==> config.mk <==
export PLATFORM = sky130hd
export DESIGN_NAME = tengbe_tx_frame_sender_flat
export DESIGN_NICKNAME = d
export VERILOG_FILES = /design/src/rtl/tengbe_tx_pkg.sv /design/src/rtl/tengbe_tx_frame_sender_if.sv /design/src/rtl/tengbe_tx_pending_cnt.sv /design/src/rtl/tengbe_tx_frame_sender.sv /design/src/flat_wrapper.sv
export SDC_FILE = /design/constraint.sdc
export NUM_CORES = 1
export LEC_CHECK = 0
export CORE_MARGIN = 2
export CORE_UTILIZATION = 48
export CTS_CLUSTER_DIAMETER = 120
export DETAILED_ROUTE_END_ITERATION = 10
export PLACE_DENSITY_LB_ADDON = 0.3
export SYNTH_ARGS = -nofsm -noshare
export SYNTH_HDL_FRONTEND = slang
export SYNTH_HIERARCHICAL = 1
export SYNTH_SLANG_ARGS = --single-unit
==> constraint.sdc <==
create_clock -name tx_clk0 -period 7.12 [get_ports tx_clk0]
set_input_delay 0.712 -clock tx_clk0 [delete_from_list [all_inputs] [get_ports tx_clk0]]
set_output_delay 0.712 -clock tx_clk0 [all_outputs]
set_load 0.1 [all_outputs]
==> src/rtl/tengbe_tx_pkg.sv <==
// Shared types and constants for the 10GbE transmit frame sender.
package tengbe_tx_pkg;

  typedef enum logic [2:0] {
    StIdle,
    StWaitAck,
    StStream,
    StDrain,
    StIfg
  } tx_state_e;

  localparam logic [63:0] IDLE_WORD = 64'h0707070707070707;
  localparam logic [7:0]  MASK_NONE = 8'h00;
  localparam logic [7:0]  MASK_FULL = 8'hFF;

endpackage

==> src/rtl/tengbe_tx_frame_sender_if.sv <==
// Buffer-side and MAC-side signals of the transmit frame sender.
interface tengbe_tx_frame_sender_if;

  logic [63:0] buf_data;
  logic [7:0]  buf_mask;
  logic        buf_eof;
  logic        buf_empty;
  logic        buf_rd;
  logic        frm_commit;
  logic [63:0] tx_data;
  logic [7:0]  tx_data_valid;
  logic        tx_start;
  logic        tx_ack;
  logic        tx_underrun;
  logic        busy;
  logic [31:0] frames_sent;
  logic [15:0] underrun_cnt;
  logic        frm_ovf;

  modport master (
    input  buf_data, buf_mask, buf_eof, buf_empty, frm_commit, tx_ack,
    output buf_rd, tx_data, tx_data_valid, tx_start, tx_underrun, busy,
           frames_sent, underrun_cnt, frm_ovf
  );

  modport slave (
    output buf_data, buf_mask, buf_eof, buf_empty, frm_commit, tx_ack,
    input  buf_rd, tx_data, tx_data_valid, tx_start, tx_underrun, busy,
           frames_sent, underrun_cnt, frm_ovf
  );

endinterface

==> src/rtl/tengbe_tx_pending_cnt.sv <==
// Saturating count of committed-but-unsent frames, with a sticky overflow flag.
module tengbe_tx_pending_cnt #(
  parameter int unsigned Width = 8
) (
  input  logic             tx_clk0,
  input  logic             reset,
  input  logic             inc,
  input  logic             dec,
  output logic [Width-1:0] count,
  output logic             ovf
);

  localparam logic [Width-1:0] CntMax = '1;

  logic [Width-1:0] count_q, count_d;
  logic             ovf_q, ovf_d;

  always_comb begin
    count_d = count_q;
    ovf_d   = ovf_q;
    // A simultaneous commit and dequeue cancel out, even when saturated.
    if (inc && !dec) begin
      if (count_q == CntMax) ovf_d = 1'b1;
      else                   count_d = count_q + Width'(1);
    end else if (dec && !inc && count_q != '0) begin
      count_d = count_q - Width'(1);
    end
  end

  always_ff @(posedge tx_clk0) begin
    if (reset) begin
      count_q <= '0;
      ovf_q   <= 1'b0;
    end else begin
      count_q <= count_d;
      ovf_q   <= ovf_d;
    end
  end

  assign count = count_q;
  assign ovf   = ovf_q;

endmodule

==> src/rtl/tengbe_tx_frame_sender.sv <==
// Transmit sequencer: streams committed frames from a FWFT buffer to the 10GbE MAC client
// interface, enforcing the inter-frame gap and aborting frames on buffer underrun.
module tengbe_tx_frame_sender
  import tengbe_tx_pkg::*;
#(
  parameter int unsigned IFG_CYCLES = 3,
  parameter int unsigned FRM_CNT_W  = 8
) (
  input logic                      tx_clk0,
  input logic                      reset,
  tengbe_tx_frame_sender_if.master bus
);

  localparam logic [7:0] IfgLoad = 8'(IFG_CYCLES - 1);

  tx_state_e            state_q, state_d;
  logic                 last_q, last_d;
  logic [7:0]           ifg_cnt_q, ifg_cnt_d;
  logic [63:0]          data_q, data_d;
  logic [7:0]           mask_q, mask_d;
  logic                 start_q, start_d;
  logic                 underrun_q, underrun_d;
  logic                 busy_q;
  logic [31:0]          frames_q, frames_d;
  logic [15:0]          urun_q, urun_d;
  logic                 pop, leave_idle, stream_cycle;
  logic [FRM_CNT_W-1:0] pending;
  logic                 ovf;

  tengbe_tx_pending_cnt #(
    .Width (FRM_CNT_W)
  ) u_pending (
    .tx_clk0 (tx_clk0),
    .reset   (reset),
    .inc     (bus.frm_commit),
    .dec     (leave_idle),
    .count   (pending),
    .ovf     (ovf)
  );

  always_comb begin
    state_d      = state_q;
    last_d       = last_q;
    ifg_cnt_d    = ifg_cnt_q;
    data_d       = data_q;
    mask_d       = mask_q;
    start_d      = 1'b0;
    underrun_d   = 1'b0;
    frames_d     = frames_q;
    urun_d       = urun_q;
    pop          = 1'b0;
    leave_idle   = 1'b0;
    stream_cycle = 1'b0;

    unique case (state_q)
      StIdle: begin
        data_d = IDLE_WORD;
        mask_d = MASK_NONE;
        if (pending != '0 && !bus.buf_empty) begin
          pop        = 1'b1;
          leave_idle = 1'b1;
          data_d     = bus.buf_data;
          mask_d     = bus.buf_mask;
          start_d    = 1'b1;
          last_d     = bus.buf_eof;
          state_d    = StWaitAck;
        end
      end
      StWaitAck: begin
        if (bus.tx_ack) begin
          if (last_q) begin
            data_d    = IDLE_WORD;
            mask_d    = MASK_NONE;
            frames_d  = frames_q + 32'd1;
            ifg_cnt_d = IfgLoad;
            state_d   = StIfg;
          end else begin
            stream_cycle = 1'b1;
          end
        end
      end
      StStream: stream_cycle = 1'b1;
      StDrain: begin
        data_d = IDLE_WORD;
        mask_d = MASK_NONE;
        if (!bus.buf_empty) begin
          pop = 1'b1;
          if (bus.buf_eof) begin
            ifg_cnt_d = IfgLoad;
            state_d   = StIfg;
          end
        end
      end
      StIfg: begin
        data_d = IDLE_WORD;
        mask_d = MASK_NONE;
        if (ifg_cnt_q == 8'd0) state_d = StIdle;
        else                   ifg_cnt_d = ifg_cnt_q - 8'd1;
      end
      default: state_d = StIdle;
    endcase

    if (stream_cycle) begin
      if (!bus.buf_empty) begin
        pop    = 1'b1;
        data_d = bus.buf_data;
        mask_d = bus.buf_mask;
        if (bus.buf_eof) begin
          frames_d  = frames_q + 32'd1;
          ifg_cnt_d = IfgLoad;
          state_d   = StIfg;
        end else begin
          state_d = StStream;
        end
      end else begin
        // Dropping valid to 00 mid-frame is what tells the MAC the frame is aborted.
        data_d     = IDLE_WORD;
        mask_d     = MASK_NONE;
        underrun_d = 1'b1;
        if (urun_q != 16'hFFFF) urun_d = urun_q + 16'd1;
        state_d    = StDrain;
      end
    end
  end

  always_ff @(posedge tx_clk0) begin
    if (reset) begin
      state_q    <= StIdle;
      last_q     <= 1'b0;
      ifg_cnt_q  <= 8'd0;
      data_q     <= '0;
      mask_q     <= MASK_NONE;
      start_q    <= 1'b0;
      underrun_q <= 1'b0;
      busy_q     <= 1'b0;
      frames_q   <= '0;
      urun_q     <= '0;
    end else begin
      state_q    <= state_d;
      last_q     <= last_d;
      ifg_cnt_q  <= ifg_cnt_d;
      data_q     <= data_d;
      mask_q     <= mask_d;
      start_q    <= start_d;
      underrun_q <= underrun_d;
      busy_q     <= (state_d != StIdle);
      frames_q   <= frames_d;
      urun_q     <= urun_d;
    end
  end

  // The pop is decided in the cycle the FWFT head is consumed so words can stream back to back.
  assign bus.buf_rd        = pop && !reset;
  assign bus.tx_data       = data_q;
  assign bus.tx_data_valid = mask_q;
  assign bus.tx_start      = start_q;
  assign bus.tx_underrun   = underrun_q;
  assign bus.busy          = busy_q;
  assign bus.frames_sent   = frames_q;
  assign bus.underrun_cnt  = urun_q;
  assign bus.frm_ovf       = ovf;

endmodule
==> src/flat_wrapper.sv <==
// flat-port wrapper written by rule: the top's interface ports become plain ports
module tengbe_tx_frame_sender_flat import tengbe_tx_pkg::*;
#(
  parameter int unsigned IFG_CYCLES = 3,
  parameter int unsigned FRM_CNT_W  = 8
)
  (tx_clk0, reset, bus_buf_data, bus_buf_mask, bus_buf_eof, bus_buf_empty, bus_frm_commit, bus_tx_ack, bus_buf_rd, bus_tx_data, bus_tx_data_valid, bus_tx_start, bus_tx_underrun, bus_busy, bus_frames_sent, bus_underrun_cnt, bus_frm_ovf);
  tengbe_tx_frame_sender_if bus_i ();
  input logic tx_clk0;
  input logic reset;
  input wire logic [$bits(bus_i.buf_data)-1:0] bus_buf_data;
  input wire logic [$bits(bus_i.buf_mask)-1:0] bus_buf_mask;
  input wire logic [$bits(bus_i.buf_eof)-1:0] bus_buf_eof;
  input wire logic [$bits(bus_i.buf_empty)-1:0] bus_buf_empty;
  input wire logic [$bits(bus_i.frm_commit)-1:0] bus_frm_commit;
  input wire logic [$bits(bus_i.tx_ack)-1:0] bus_tx_ack;
  output wire logic [$bits(bus_i.buf_rd)-1:0] bus_buf_rd;
  output wire logic [$bits(bus_i.tx_data)-1:0] bus_tx_data;
  output wire logic [$bits(bus_i.tx_data_valid)-1:0] bus_tx_data_valid;
  output wire logic [$bits(bus_i.tx_start)-1:0] bus_tx_start;
  output wire logic [$bits(bus_i.tx_underrun)-1:0] bus_tx_underrun;
  output wire logic [$bits(bus_i.busy)-1:0] bus_busy;
  output wire logic [$bits(bus_i.frames_sent)-1:0] bus_frames_sent;
  output wire logic [$bits(bus_i.underrun_cnt)-1:0] bus_underrun_cnt;
  output wire logic [$bits(bus_i.frm_ovf)-1:0] bus_frm_ovf;
  assign bus_i.buf_data = bus_buf_data;
  assign bus_i.buf_mask = bus_buf_mask;
  assign bus_i.buf_eof = bus_buf_eof;
  assign bus_i.buf_empty = bus_buf_empty;
  assign bus_i.frm_commit = bus_frm_commit;
  assign bus_i.tx_ack = bus_tx_ack;
  assign bus_buf_rd = bus_i.buf_rd;
  assign bus_tx_data = bus_i.tx_data;
  assign bus_tx_data_valid = bus_i.tx_data_valid;
  assign bus_tx_start = bus_i.tx_start;
  assign bus_tx_underrun = bus_i.tx_underrun;
  assign bus_busy = bus_i.busy;
  assign bus_frames_sent = bus_i.frames_sent;
  assign bus_underrun_cnt = bus_i.underrun_cnt;
  assign bus_frm_ovf = bus_i.frm_ovf;
  tengbe_tx_frame_sender #(.IFG_CYCLES(IFG_CYCLES), .FRM_CNT_W(FRM_CNT_W)) u_core (.tx_clk0(tx_clk0), .reset(reset), .bus(bus_i));
endmodule
* Word level (Yosys, flattened, before mapping) *
Index checks and enable logic that the tools add are counted.

storage, ports and cells
  register bits = 144
  input bits = 78
  output and inout bits = 125

cells by class
  eq/ne operators = 9
  add/subtract/negate cells = 5
  multiplexer cells = 50
  bitwise logic cells = 1
  reductions and logical operators = 22

operator list
  operator                                                                number
  64-bit 2-to-1 mux                                                       5
  32-bit 2-to-1 mux                                                       6
  64-bit case mux with 3 select lines                                     1
  8-bit 2-to-1 mux                                                        16
  8-bit case mux with 3 select lines                                      2
  32-bit by 1-bit adder with 32-bit output (second input constant)        1
  3-bit 2-to-1 mux                                                        9
  16-bit by 1-bit adder with 16-bit output (second input constant)        1
  16-bit inequality test (second input constant)                          1
  8-bit by 1-bit subtractor with 8-bit output (second input constant)     2
  3-bit case mux with 5 select lines                                      1
  8-bit by 1-bit adder with 8-bit output (second input constant)          1
  8-bit equality test (second input constant)                             1
  8-bit logical NOT                                                       1
  1-bit 2-to-1 mux                                                        8
  8-bit nonzero test                                                      1
  3-bit by 2-bit equality test with 1-bit output (second input constant)  2
  2-bit AND reduction                                                     3
  3-bit AND reduction                                                     2
  1-bit logical AND                                                       5
  1-bit logical NOT                                                       4
  1-bit case mux with 2 select lines                                      2
  4-bit nonzero test                                                      1
  2-bit OR reduction                                                      2
  9 further kinds                                                         9

* Depth between registers and ports, before layout *
  depth after elaboration = 8
  gate-level depth with buffers = 10
  gate-level depth less buffers = 8

* Cells and area by module *
Netlist, hierarchy kept.

modules (own cells, without submodules)
  module                  area an instance (um^2)  times used  cells an instance
  tengbe_tx_frame_sender  5965.7                   1           591
  tengbe_tx_pending_cnt   783.3                    1           91

* Least setup slack after synthesis *
OpenSTA, ideal clock, no wires.

  kind = input to register
  start point = in bus_buf_empty
  end point = reg u_core.u_pending.count_q[5], in the netlist u_core/u_pending/count[5]
  setup time = 0.067 ns
  arrival = 3.208 ns
  required time = 7.053 ns
  stages on the path = 10
  path slack = 3.845 ns
  path through = buf_2 or4_1 a21oi_2 nand2b_1 ha_1 clkbuf_2 nor2b_1 or3b_1 a32o_1 a21oi_2

between the ends
  longest elaborated chain between the ends = 8

ends and longest elaborated chain
  item                                                                                 line                                                      RTL
  from (decl)                                                                          flat_wrapper.sv:14                                        input wire logic [$bits(bus_i.buf_empty)-1:0] bus_buf_empty;
  1-bit logical NOT *                                                                  tengbe_tx_frame_sender.sv:59                              if (pending != '0 && !bus.buf_empty) begin
  1-bit logical AND *                                                                  tengbe_tx_frame_sender.sv:59
  1-bit 2-to-1 mux *                                                                   tengbe_tx_frame_sender.sv:59
  1-bit 2-to-1 mux *                                                                   tengbe_tx_frame_sender.sv:55                              unique case (state_q)
  via u_core.leave_idle                                                                tengbe_tx_frame_sender.sv:26                              logic pop, leave_idle, stream_cycle;
  1-bit logical NOT / 1-bit logical AND (equally long branches)                        tengbe_tx_pending_cnt.sv:22, tengbe_tx_pending_cnt.sv:25
  1-bit logical AND (on tied branches)                                                 tengbe_tx_pending_cnt.sv:22, tengbe_tx_pending_cnt.sv:25
  2-bit inequality test (no source line) / 2-bit nonzero test (equally long branches)  n/a
  2-bit AND reduction (no source line)                                                 n/a
  to (signal assigned)                                                                 tengbe_tx_pending_cnt.sv:35                               count_q <= count_d;
  to (decl)                                                                            tengbe_tx_pending_cnt.sv:15                               logic [Width-1:0] count_q, count_d;

The timed path passes the listed nets; every way through them passes the cells marked *.
A chain may end at the register's enable or synchronous reset.

* Worst setup path after layout *
  start point = in bus_buf_empty
  end point = out bus_buf_rd

between the ends
  longest elaborated chain between the ends = 7

ends and longest elaborated chain
  item                                line                           RTL
  1-bit logical NOT                   tengbe_tx_frame_sender.sv:59
  1-bit logical AND                   tengbe_tx_frame_sender.sv:59
  1-bit 2-to-1 mux                    tengbe_tx_frame_sender.sv:59
  1-bit case mux with 2 select lines  tengbe_tx_frame_sender.sv:55
  1-bit 2-to-1 mux                    tengbe_tx_frame_sender.sv:104  if (!bus.buf_empty) begin
  1-bit 2-to-1 mux *                  tengbe_tx_frame_sender.sv:103  if (stream_cycle) begin
  1-bit logical AND *                 tengbe_tx_frame_sender.sv:153  assign bus.buf_rd = pop && !reset;
  to (decl)                           flat_wrapper.sv:17             output wire logic [$bits(bus_i.buf_rd)-1:0] bus_buf_rd;

Mark *: on every way between the ends. The rest lies on a longest branch, timed or not.

==> impl_metrics.py <==
metrics = {
    "status": {
        "status": "complete, no violations",
    },
    "place": {
        "dp_slack_ps": 2940,
        "portBuffers": 202,
        "place_hpwl_um": 13200,
        "place_congestion": 0.845,
        "placed_cells": 1019,
    },
    "timing": {
        "maxSlewViolCount": 0,
        "fmax_mhz": 238,
        "worst-slew-pin-transition_ps": 1140,
        "setup_viol": 0,
        "fin_crit_sh": 0.590,
        "tns_ps": 0,
        "fin_crit_ps": 4200,
        "worst_slack_ps": 2920,
        "finalHoldViolCount": 0,
        "rsz0062_at_grt": "no",
        "slew-limit-headroom": 0.239,
        "skew_ps": 5.31,
    },
    "synthesis": {
        "synth_cells": 682,
        "async_flop_share": 0,
        "synth_top_area_cell": "dfxtp_1",
        "synth_edf_count": 0,
        "synthesis.nets": 771,
        "syn-mean-instance-area_sq_um": 9.90,
        "syn_area_sq_um": 6750,
        "ys_types": 83,
        "yosys.area_share.simple": 0.191,
        "yosys.area_share.adder": 0.0215,
        "yosys_warnings": 6,
        "ys_ff_latch": 144,
        "synth_top_family_by_area": "compound AO/OA/AOI/OAI gates",
        "yosysSeqAreaShare": 0.427,
        "synthMuxAreaShare": 0.0578,
        "synth.area.top_cells": "dfxtp_1 (43%), a22o_1 (6.2%), o221a_2 (4.0%)",
        "ys.flop_type": "dfxtp_1",
        "yosys.area.top_type_share": 0.427,
        "synth_compound_area_frac": 0.256,
        "synth_xor_area_frac": 0.00130,
    },
    "critical_path": {
        "crit_required_ps": 6410,
        "reg2reg_slack_ps": 3910,
        "r2r-start": "u_core/state_q[2]$_SDFF_PP0_",
        "worstSetupPathType": "in2out",
        "cp-end-kind": "output pin",
        "cp_max_fo": 10,
        "cp-start-kind": "input port",
        "rr_endpoint": "u_core/u_pending/count[6]$_SDFFE_PP0P_",
        "rr_worst_depth": 8,
        "cp.arrival_ps": 3490,
    },
    "finish": {
        "area_delta_synth_final_pct": 39.7,
        "final_common_cell": "clkdlybuf4s50_1",
        "seqCellArea_sq_um": 2880,
        "multi_input_area_sq_um": 3560,
        "drive_above_1_share": 0.115,
        "fillers": 1011,
        "diodes": 0,
        "final_cell_count_no_fill": 1050,
        "mostFrequentLayoutCells": "clkdlybuf4s50_1 (201), dfxtp_1 (144), a22o_1 (48)",
        "finalNetCount": 947,
    },
    "clock_network": {
        "clk_path_buf_depth": 2,
        "clk_pin_slew_ps": 60,
        "clock_latency_ps": 420,
        "numCtsBuffers": 17,
        "cts.repair.resized": 0,
        "cts_tree": "yes",
        "ctsRootBufferMaster": "clkbuf_16",
        "cts_max_level": 4,
        "cts_setup_buffers": 0,
        "cts.sinks": 144,
        "holdBufCountCts": 0,
    },
    "die": {
        "die_area_sq_um": 15000,
        "die_h_um": 123,
        "coreArea_sq_um": 13800,
        "fp-row-count": 43,
        "die_x_um": 123,
        "num_io_pins": 203,
        "initial_core_util": 0.488,
    },
    "global_route": {
        "use_met3": 0.0655,
        "grt_pass1_vias": 5818,
        "use_met1": 0.297,
        "grt_max_degree": 72,
        "grt_use_met2": 0.424,
        "grt.total_usage": 0.250,
        "grt_pass1_wl_um": 29700,
        "antenna_found_initial": 0,
        "grt.busiest_layer": "met2",
        "overflow": 0,
    },
    "routing": {
        "routed_via_density": 5.91,
        "finalWirelength_um": 19100,
        "routedWlPerCell_um": 18.2,
        "drt-pass1-iter-count": 6,
        "ant_nets": 0,
        "drc": 0,
        "drt-initial-drc-count": 374,
        "vias": 6206,
    },
    "power_and_ir_drop": {
        "p_sw_frac": 0.438,
        "ir_drop_mv": 0.202,
        "sequentialPowerShare": 0.284,
        "pwr-share-comb": 0.438,
        "switchingPower_mw": 1.60,
        "powerDensity_nw_per_um2": 387,
        "power_leakage_nw": 3.47,
        "intPower_mw": 2.05,
        "p_clk_frac": 0.278,
    },
    "job": {
        "maxCapViolCount": 0,
    },
    "hold_path": {
        "min_from": "u_core/bus.tx_data[45]$_SDFFE_PP0P_",
        "holdPathEnd": "u_core/bus.tx_data[45]$_SDFFE_PP0P_",
        "hold_depth": 1,
        "min_path_type": "reg2reg",
    },
}
-- per-stage QoR --
stage / cell area, sq um / total power [mW] / utilization / hold slack (ps)
after floorplan: 6750 / 2.29 / - / 439
after global placement: 8760 / 2.59 / 0.633 / 461
after detailed placement: 8760 / 2.63 / 0.633 / 461
after CTS: 9430 / 3.65 / 0.682 / 475
after global routing: 9430 / 3.79 / 0.682 / 499
final: 9430 / 3.65 / 0.682 / 476
-- how the worst max path moves through the flow --
stage,start,end,slack (ps),depth (start not counted)
2_1_floorplan,bus_buf_empty,u_core/u_pending/count[5]$_SDFFE_PP0P_,3840,10
3_3_place_gp,bus_buf_empty,bus_buf_rd,2960,5
3_5_place_dp,bus_buf_empty,bus_buf_rd,2940,5
4_1_cts,bus_buf_empty,bus_buf_rd,2930,5
5_1_grt,bus_buf_empty,bus_buf_rd,2860,5
6_report,bus_buf_empty,bus_buf_rd,2920,5
-- synthesized netlist by cell type, types with 8 or more instances --
| cell | number |
|---|---|
| dfxtp_1 | 144 |
| a22o_1 | 48 |
| nor2_1 | 46 |
| nor2b_1 | 36 |
| a21oi_1 | 32 |
| nand3_1 | 29 |
| nand2_1 | 25 |
| o221a_2 | 24 |
| a211oi_1 | 22 |
| mux2_2 | 19 |
| buf_2 | 18 |
| clkbuf_1 | 15 |
| mux2_1 | 13 |
| ha_1 | 10 |
| inv_1 | 10 |
| nand4_1 | 10 |
| or4_1 | 10 |
| and4_1 | 9 |
| o31ai_1 | 9 |
| and3_1 | 8 |
| nor3_1 | 8 |
| o21ai_0 | 8 |
-- logic make-up (layout without fill, tap and decap cells) --
group | count (synthesis) | count (layout)
AOI/OAI and AO/OA | 209 | 209
xor gates and xnor gates | 1 | 1
adders and majority gates | 11 | 11
buffers and inverters | 60 | 248
DFF | 144 | 144
muxes | 35 | 35
and+or+nand+nor | 222 | 222
-- sequential cells by signal, summed over array words and instances (netlist names) --
register                  cells
u_core/bus.tx_data           64
u_core/bus.frames_sent       32
u_core/bus.underrun_cnt      16
u_core/bus.tx_data_valid      8
u_core/ifg_cnt_q              8
u_core/u_pending/count        8
u_core/state_q                3
u_core/bus.busy               1
u_core/bus.tx_start           1
u_core/bus.tx_underrun        1
u_core/last_q                 1
u_core/u_pending/ovf          1
-- worst max-delay path, cell delays in order --
cell and delay (ps):
clkdlybuf4s50_1 560, or4_1 590, a21oi_2 290, o21a_1 190, clkdlybuf4s50_1 1140
-- final cells by class --
| type | count | share of cell area |
|---|---|---|
| timing repair buffer | 205 | 0.216 |
| multi-input combinational | 478 | 0.378 |
| clock inverter | 10 | 0.0220 |
| tap | 180 | 0.0239 |
| inverter | 12 | 0.00478 |
| sequential | 144 | 0.306 |
| clock buffer | 21 | 0.0489 |
-- metal layers --
| metal | vias up | share of wire |
|---|---|---|
| met1 | 2960 | 0.41 |
| met5 | - | 0 |
| met2 | 244 | 0.49 |
| met3 | 29 | 0.073 |
| met4 | 0 | 0.020 |
| li1 | 2973 | - |
-- power by group through the flow --
| stage | Sequential (mW) | Clock, mW | Combinational (mW) |
|---|---|---|---|
| final | 1.04 | 1.01 | 1.60 |
| after global placement | 1.04 | 0 | 1.55 |
| after detailed placement | 1.05 | 0 | 1.58 |
| after CTS | 1.04 | 1.03 | 1.59 |
| after floorplan | 1.77 | 0 | 0.519 |
| after global routing | 1.05 | 1.06 | 1.67 |
(Power assumes the default switching activity.)
